==> config.mk <==
export PLATFORM = sky130hd
export DESIGN_NAME = ov7670_window_capture
export DESIGN_NICKNAME = d
export VERILOG_FILES = /design/src/rtl/ov7670_window_capture.sv
export SDC_FILE = /design/constraint.sdc
export NUM_CORES = 1
export LEC_CHECK = 0
export CELL_PAD_IN_SITES_DETAIL_PLACEMENT = 1
export CELL_PAD_IN_SITES_GLOBAL_PLACEMENT = 2
export CORE_MARGIN = 2
export CORE_UTILIZATION = 33
export CTS_CLUSTER_DIAMETER = 30
export DETAILED_ROUTE_END_ITERATION = 8
export PLACE_DENSITY = 0.78
export SYNTH_ARGS = -nofsm -noshare
export SYNTH_HDL_FRONTEND = slang
export SYNTH_SLANG_ARGS = --single-unit
==> constraint.sdc <==
create_clock -name pclk_24 -period 2.9 [get_ports pclk_24]
set_input_delay 0.29 -clock pclk_24 [delete_from_list [all_inputs] [get_ports pclk_24]]
set_output_delay 0.29 -clock pclk_24 [all_outputs]
set_load 0.01 [all_outputs]
==> src/rtl/ov7670_window_capture.sv <==
// OV7670 frame grabber: crops a WIN_W x WIN_H window, packs BPP bytes per pixel, writes addr 0.. per frame.
// Latency: we one cycle after a pixel's last byte; no backpressure, the framebuffer must take every write.
module ov7670_window_capture #(
    parameter int H_ACTIVE = 640,
    parameter int V_ACTIVE = 480,
    parameter int X0       = 0,
    parameter int Y0       = 0,
    parameter int WIN_W    = 176,
    parameter int WIN_H    = 132,
    parameter int BPP      = 2,
    parameter int ADDR_W   = 16
) (
    input  logic                pclk_24,
    input  logic                reset,
    input  logic                start,
    input  logic                continuous,
    input  logic                vsync,
    input  logic                href,
    input  logic [7:0]          d,
    output logic                we,
    output logic [ADDR_W-1:0]   addr,
    output logic [8*BPP-1:0]    dout,
    output logic                busy,
    output logic                frame_done,
    output logic                err_line
);

    localparam int PIX_W = 8 * BPP;
    localparam int XW    = $clog2(H_ACTIVE + 2);
    localparam int YW    = $clog2(V_ACTIVE + 2);
    localparam int TOTAL = WIN_W * WIN_H;
    localparam logic [XW-1:0] X_SAT   = XW'(H_ACTIVE + 1);
    localparam logic [YW-1:0] Y_SAT   = YW'(V_ACTIVE + 1);
    localparam logic          PH_LAST = 1'(BPP - 1);

    typedef enum logic [1:0] {
        S_IDLE,
        S_ARMED,
        S_CAPTURE
    } state_t;

    state_t            state;
    logic              vsync_d;
    logic              href_d;
    logic [XW-1:0]     x;
    logic [YW-1:0]     y;
    logic              phase;
    logic [ADDR_W:0]   wcnt;
    logic [PIX_W-1:0]  acc;
    logic [PIX_W-1:0]  pix;
    logic              in_win;
    logic              vs_fall;
    logic              vs_rise;
    logic              hr_fall;

    // Earlier bytes of the pixel sit in the low bytes of acc; the newest byte lands last.
    assign pix     = PIX_W'({acc, d});
    assign vs_fall = vsync_d && !vsync;
    assign vs_rise = vsync && !vsync_d;
    assign hr_fall = href_d && !href;
    assign in_win  = (int'(x) >= X0) && (int'(x) < X0 + WIN_W) &&
                     (int'(y) >= Y0) && (int'(y) < Y0 + WIN_H) &&
                     (int'(wcnt) < TOTAL);

    always_ff @(posedge pclk_24) begin
        if (reset) begin
            state      <= S_IDLE;
            vsync_d    <= 1'b0;
            href_d     <= 1'b0;
            x          <= '0;
            y          <= '0;
            phase      <= 1'b0;
            wcnt       <= '0;
            acc        <= '0;
            we         <= 1'b0;
            addr       <= '0;
            dout       <= '0;
            busy       <= 1'b0;
            frame_done <= 1'b0;
            err_line   <= 1'b0;
        end else begin
            vsync_d    <= vsync;
            href_d     <= href;
            we         <= 1'b0;
            frame_done <= 1'b0;
            case (state)
                S_IDLE: begin
                    if (start) begin
                        state    <= S_ARMED;
                        busy     <= 1'b1;
                        err_line <= 1'b0;
                    end
                end
                S_ARMED: begin
                    if (vs_fall) begin
                        state <= S_CAPTURE;
                        x     <= '0;
                        y     <= '0;
                        phase <= 1'b0;
                        wcnt  <= '0;
                    end
                end
                S_CAPTURE: begin
                    if (vs_rise) begin
                        // A line still open at frame end is abandoned and flagged.
                        frame_done <= 1'b1;
                        if (y != YW'(V_ACTIVE) || href)
                            err_line <= 1'b1;
                        state <= continuous ? S_ARMED : S_IDLE;
                        busy  <= continuous;
                    end else if (href) begin
                        acc <= pix;
                        if (phase == PH_LAST) begin
                            phase <= 1'b0;
                            if (x != X_SAT)
                                x <= x + 1'b1;
                            if (in_win) begin
                                we   <= 1'b1;
                                addr <= wcnt[ADDR_W-1:0];
                                dout <= pix;
                                wcnt <= wcnt + 1'b1;
                            end
                        end else begin
                            phase <= 1'b1;
                        end
                    end else if (hr_fall) begin
                        if (x != XW'(H_ACTIVE) || phase != 1'b0)
                            err_line <= 1'b1;
                        if (y != Y_SAT)
                            y <= y + 1'b1;
                        x     <= '0;
                        phase <= 1'b0;
                    end
                end
                default: state <= S_IDLE;
            endcase
        end
    end

endmodule

==> results of run 1 <==
## cell usage in the layout, fill, tap and decap left out, types with 3 or more instances in the layout
master	count
inv_1	12
o211ai_1	5
o21ai_0	9
a21oi_1	47
nand2_1	87
clkdlybuf4s50_1	48
nand4_1	6
dfxtp_1	85
a31oi_1	5
xor2_1	3
nand2b_1	5
o22ai_1	5
clkinvlp_4	3
and3_1	9
ha_1	7
buf_4	13
clkbuf_16	9
nor4b_1	8
nand3_1	10
or3_1	6
or4_1	3
nor2b_1	3
nor3_1	4
mux2i_1	12
a21o_1	6
xnor2_1	4
nor2_1	37
o2111ai_1	3
nor4_1	4
## critical path, cell delays in order, from the launching register on
cell     delay, ns
dfxtp_1       0.36
nor4b_1       0.56
nand3_1       0.21
or4_4         0.64
buf_4         0.26
a21oi_1       0.15
mux2i_1       0.09
## cells by family after synthesis
family / after synthesis / share of synthesized area (%)
AND/OR/NAND/NOR: 195 / 25.77
buffers and inverters: 36 / 4.133
adder cells (fa/ha/maj): 7 / 2.352
multiplexers: 13 / 3.528
XOR/XNOR: 7 / 1.647
AO/OA/AOI/OAI: 101 / 16.87
flip-flops: 85 / 45.70
## per-layer routing
layer / global-route usage, % / up-vias / routed length [um]
li1: - / 1669 / -
met1: 23.84 / 1634 / 4929
met2: 30.59 / 40 / 5117
met3: 4.821 / 7 / 308
met4: 3.839 / 0 / 90
met5: 0 / - / 0
## layout make-up
| cell class | instances | area [sq um] | area share [%] |
|---|---|---|---|
| clock buffers | 11 | 252.7 | 5.354 |
| clock inverters | 5 | 82.58 | 1.749 |
| inverters | 13 | 48.80 | 1.034 |
| multi-input cells | 323 | 1877 | 39.76 |
| flip-flops and latches | 85 | 1702 | 36.05 |
| well taps | 140 | 175.2 | 3.711 |
| repair buffers | 62 | 583.1 | 12.35 |
## worst max path at each step
| stage | startpoint | endpoint | slack [ns] |
|---|---|---|---|
| floorplan | wcnt[7] | wcnt[13] | 0.92 |
| global placement | href | wcnt[9] | 0.43 |
| finish | x[8] | wcnt[9] | 0.50 |
| CTS | x[8] | wcnt[9] | 0.50 |
| global route | x[8] | wcnt[9] | 0.35 |
| detailed placement | href | wcnt[9] | 0.38 |
## registers in the layout, summed over array words and instances (netlist names)
| name | cells |
|---|---|
| acc | 8 |
| addr | 16 |
| busy | 1 |
| dout | 16 |
| err_line | 1 |
| frame_done | 1 |
| href_d | 1 |
| phase | 1 |
| state | 2 |
| vsync_d | 1 |
| wcnt | 17 |
| we | 1 |
| x | 10 |
| y | 9 |
## per-stage QoR
step | instance area (sq um) | cells | util [%]
floorplan | 3724 | 444 | -
global placement | 4385 | 623 | 40.10
detailed placement | 4385 | 623 | 40.10
CTS | 4721 | 639 | 43.17
global route | 4721 | 639 | 43.17
finish | 4721 | 639 | 43.17
## power by group through the flow
stage               registers, W   logic, W  clock network [W]
finish                   0.00118  0.0000976            0.00128
global route             0.00118   0.000108            0.00137
CTS                      0.00118  0.0000987            0.00132
detailed placement       0.00121  0.0000981                  0
global placement         0.00121  0.0000972                  0
floorplan                0.00120  0.0000547                  0
==> qor.yml, run 1 <==
run_status:
  run_status: "finished clean"
critical_path:
  start_kind: "register"
  end_kind: "register"
  path_class: "reg -> reg"
  crit_fanout: 22
  worstPathRequired_ns: 3.12
  reg2reg_setup_slack_ns: 0.50
  rr_endpoint: "wcnt[9]"
  worst-r2r-cell-count: 6
  r2r-start: "x[8]"
  cp_data_arrival_time_ns: 2.62
floorplanning:
  ios: 50
  die_area_sq_um: 12150
  start_util_pct: 34.05
  core_area_sq_um: 10940
  rows: 38
  die_w_um: 110.2
  die_h_um: 110.2
timing:
  maxSlewHeadroom_pct: 53.60
  final-setup-viol-count: 0
  hold_slack_ns: 0.3108
  min_period_over_period_pct: 82.85
  grt_setup_unrepaired: "false"
  final_max_slew_viol_count: 0
  worstMarginPinSlew_ns: 0.6945
  fin_setup_tns_ns: 0
  clock.fmax_ghz: 0.4162
  setup_ws_ns: 0.4972
  fin_worst_skew_ns: 0.005885
  hold_viol_final: 0
  fin_crit_ns: 2.403
synthesis:
  ys_seq_elements: 85
  syn-cell-area_sq_um: 3724
  synth_edf_count: 0
  netlist_top_cells_area: "dfxtp_1 (46%), nand2_1 (8.8%), a21oi_1 (6.3%), nor2_1 (3.7%), mux2i_1 (3.2%)"
  netlist_instances: 444
  synth_top_cells_by_count: "nand2_1 (87), dfxtp_1 (85), a21oi_1 (47)"
  syn_nets: 465
  yosys.area.top_type_share_pct: 45.70
  synthArstFlopShare_pct: 0
  synth.distinct_cells: 57
  syn_avg_cell_area_sq_um: 8.386
  synth_top_area_cell: "dfxtp_1"
  yosysSeqAreaShare_pct: 45.70
  yosysMostFrequentCell: "nand2_1"
  synth_ff_type: "dfxtp_1"
  yosysWarnings: 0
clock_tree:
  cts_setup_buffers: 0
  cts_max_level: 3
  ctsHoldBuffers: 0
  cts.sinks: 85
  path_clk_slew_ns: 0.06
  cts_buffers: 9
  ctsLongestPathBuffers: 2
  ctsResizeCount: 0
  cts_tree: "done"
  cts_root_buffer: "clkbuf_16"
  worstSkewPairLatency_ns: 0.34
placed_design:
  routabilityCongestion: 0.7520
  io_buffers: 49
  dp_worst_setup_slack_ns: 0.3779
  dp_hpwl_um: 7508
drt:
  antenna_left: 0
  dr.pass1.iters: 4
  drtIter0Drc: 201
  viasPerCell: 5.243
  wl_per_cell_um: 16.35
  drt-total-wl_um: 10450
  drc: 0
  num_vias: 3350
min_path:
  hold_start: "reset"
  hold_class: "in -> reg"
  min_to: "vsync_d"
  hold_depth: 2
power:
  leakagePower_nw: 1.718
  p_per_area_nw_per_um2: 541.0
  power.total_w: 0.002554
  p_comb_share_pct: 3.8
  internal_power_w: 0.002015
  clkPwrFrac_pct: 49.9
  ir_drop_v: 0.0003473
  net-switching-power_w: 0.0005391
  switching_share_pct: 21.11
  pwr-share-seq_pct: 46.2
grt:
  grt_pass1_wl_um: 17210
  grt_max_degree: 48
  grt.total_usage_pct: 18.32
  grt-ovfl-total: 0
  antenna_found_initial: 0
  grt_pass1_vias: 3434
layout:
  n_antenna_cell: 0
  nNetsFinal: 515
  drive_gt1_share_pct: 7.415
  area_delta_synth_final_pct: 26.78
  nFillCells: 1313
job:
  maxCapViolCount: 0
Note: power is estimated with default switching activity, not from simulation.
==> inputs of run 2 (changes only) <==
- CORE_UTILIZATION: 33 -> 29
- PLACE_DENSITY: 0.78 -> 0.72
- clock period: 2.9 -> 2.12 ns (I/O delays scaled with it)
==> qor.yml, run 2 (same netlist as run 1, synthesis figures left out) <==
min_path:
  hold_class: "in -> reg"
grt:
  grt_max_degree: 53
  grt_pass1_vias: 3925
  antenna_found_initial: 0
  grt_pass1_wl_um: 19090
  grt.total_usage_pct: 17.04
  grt-ovfl-total: 0
layout:
  final_cell_mix: "nand2_1 (87), dfxtp_1 (85), buf_4 (51)"
  final_cells: 712
  area_delta_synth_final_pct: 37.23
  final_common_cell: "nand2_1"
  largest_reg_flops: 17
  top_regs: "wcnt (17), addr (16), dout (16)"
  n_antenna_cell: 0
  fin_area_sq_um: 5110
  largest-register: "wcnt"
  drive_gt1_share_pct: 15.19
  nNetsFinal: 557
critical_path:
  crit_chain: "nor4b_2, buf_4, nand3_2, or4_4, a22o_1, a21o_1"
  critPathMaxStageDelay_ns: 0.57
  crit_fanout: 5
  slowest_stage: "or4_4"
  path_class: "reg -> reg"
  start_kind: "register"
  worstPathRequired_ns: 2.37
  cp_data_arrival_time_ns: 2.30
  end_kind: "register"
timing:
  final_max_slew_viol_count: 0
  clock.fmax_ghz: 0.4889
  hold_viol_final: 0
  maxSlewHeadroom_pct: 53.15
  setup_ws_ns: 0.07447
  fin_worst_skew_ns: 0.005700
  final-setup-viol-count: 0
  fin_crit_ns: 2.046
  worstMarginPinSlew_ns: 0.6954
  grt_setup_unrepaired: "false"
  min_period_over_period_pct: 96.49
clock_tree:
  cts_tree: "done"
  path_clk_slew_ns: 0.06
  cts_root_buffer: "clkbuf_16"
  cts_setup_buffers: 0
  worstSkewPairLatency_ns: 0.35
  cts.sinks: 85
  cts_max_level: 3
  cts_buffers: 9
  ctsLongestPathBuffers: 2
  ctsHoldBuffers: 0
floorplanning:
  die_h_um: 117.3
  die_area_sq_um: 13760
  ios: 50
  core_area_sq_um: 12570
  rows: 41
  die_w_um: 117.3
  start_util_pct: 29.63
drt:
  viasPerCell: 4.965
  routed.top_layer: "met4"
  wl_met2_um: 5477
  drc: 0
  dr_wl_met3_um: 354
  wl_per_cell_um: 15.65
  drtIter0Drc: 145
  dr.pass1.iters: 6
  drt-total-wl_um: 11140
  drt-met1-wl_um: 5147
  num_vias: 3535
  antenna_left: 0
power:
  p_comb_share_pct: 4.4
  ir_drop_v: 0.0003905
  pwr-share-seq_pct: 46.1
  internal_power_w: 0.002735
  leakagePower_nw: 1.932
  power.total_w: 0.003500
  net-switching-power_w: 0.0007648
  p_per_area_nw_per_um2: 685.0
  clkPwrFrac_pct: 49.5
  switching_share_pct: 21.85
job:
  maxCapViolCount: 0
placed_design:
  place_area_sq_um: 4738
  dp_worst_setup_slack_ns: -0.1686
  dp_cells: 695
  io_buffers: 49
  dp_hpwl_um: 7894
  routabilityCongestion: 0.7699
run_status:
  run_status: "finished clean"
==> run 2: changes by cell type in the layout (fill, tap and decap cells not counted), sizes merged <==
cell      delta
or4          +2
clkbuf       -1
clkinv       +2
clkinvlp     -2
buf         +40
==> run 2: area by class of cell <==
class                   instances  area (sq um)
repair buffers                102         899.6
fillers                      1479          7458
clock buffers                  10         239.0
well taps                     172         215.2
inverters                      13         48.80
flip-flops and latches         85          1702
multi-input cells             325          1921
clock inverters                 5         85.08
==> run 2: what timing repair did <==
item / 4_1_cts / 5_1_grt
resized for setup: 4 / 3
cloned: 2 / 0
pin swaps: 1 / 2
setup endpoints to repair: 43 / 22
==> run 2: final timing paths <==
check                 from        to  slack [ns]  cells after the start
setup / recovery      x[9]   wcnt[3]        0.07                      6
hold reg to reg   dout[15]  dout[15]        0.45                      2
hold / removal       reset  err_line        0.18                      2
setup reg to reg      x[9]   wcnt[3]        0.07                      6
==> run 2: per-layer routing <==
layer | GRT usage [%] | vias to the layer above
met3 | 4.572 | 15
met1 | 20.58 | 1725
met4 | 5.045 | 0
met5 | 0 | -
met2 | 29.64 | 48
li1 | - | 1747
==> run 2: worst max-delay path: cells and delay by family, from the launching register on <==
family          cells  cell delay (ns)
buf+inv             1             0.18
simple gates        3             1.02
compound gates      2             0.41
flops               1             0.34
==> run 2: power by group through the flow <==
stage	combinational, W	sequential (W)	clock [W]
after floorplan	0.0000748	0.00164	0
after global placement	0.000154	0.00165	0
after detailed placement	0.000155	0.00165	0
after CTS	0.000157	0.00161	0.00179
after global routing	0.000171	0.00161	0.00185
final	0.000155	0.00161	0.00173
==> run 2: per-stage QoR <==
step	util, %	TNS, ns	hold WS, ns
after floorplan	-	0	0.3402
after global placement	37.70	-2.415	0.4423
after detailed placement	37.70	-3.294	0.4469
after CTS	40.55	0	0.1724
after global routing	40.66	0	0.2076
final	40.66	0	0.1845
==> inputs of run 3 (changes only) <==
- ABC_AREA: not set -> 0
- ABC_CLOCK_PERIOD_IN_PS: not set -> 2120
==> results of run 3 <==
No change in the layout: final DEF, timing and power equal those of run 2.
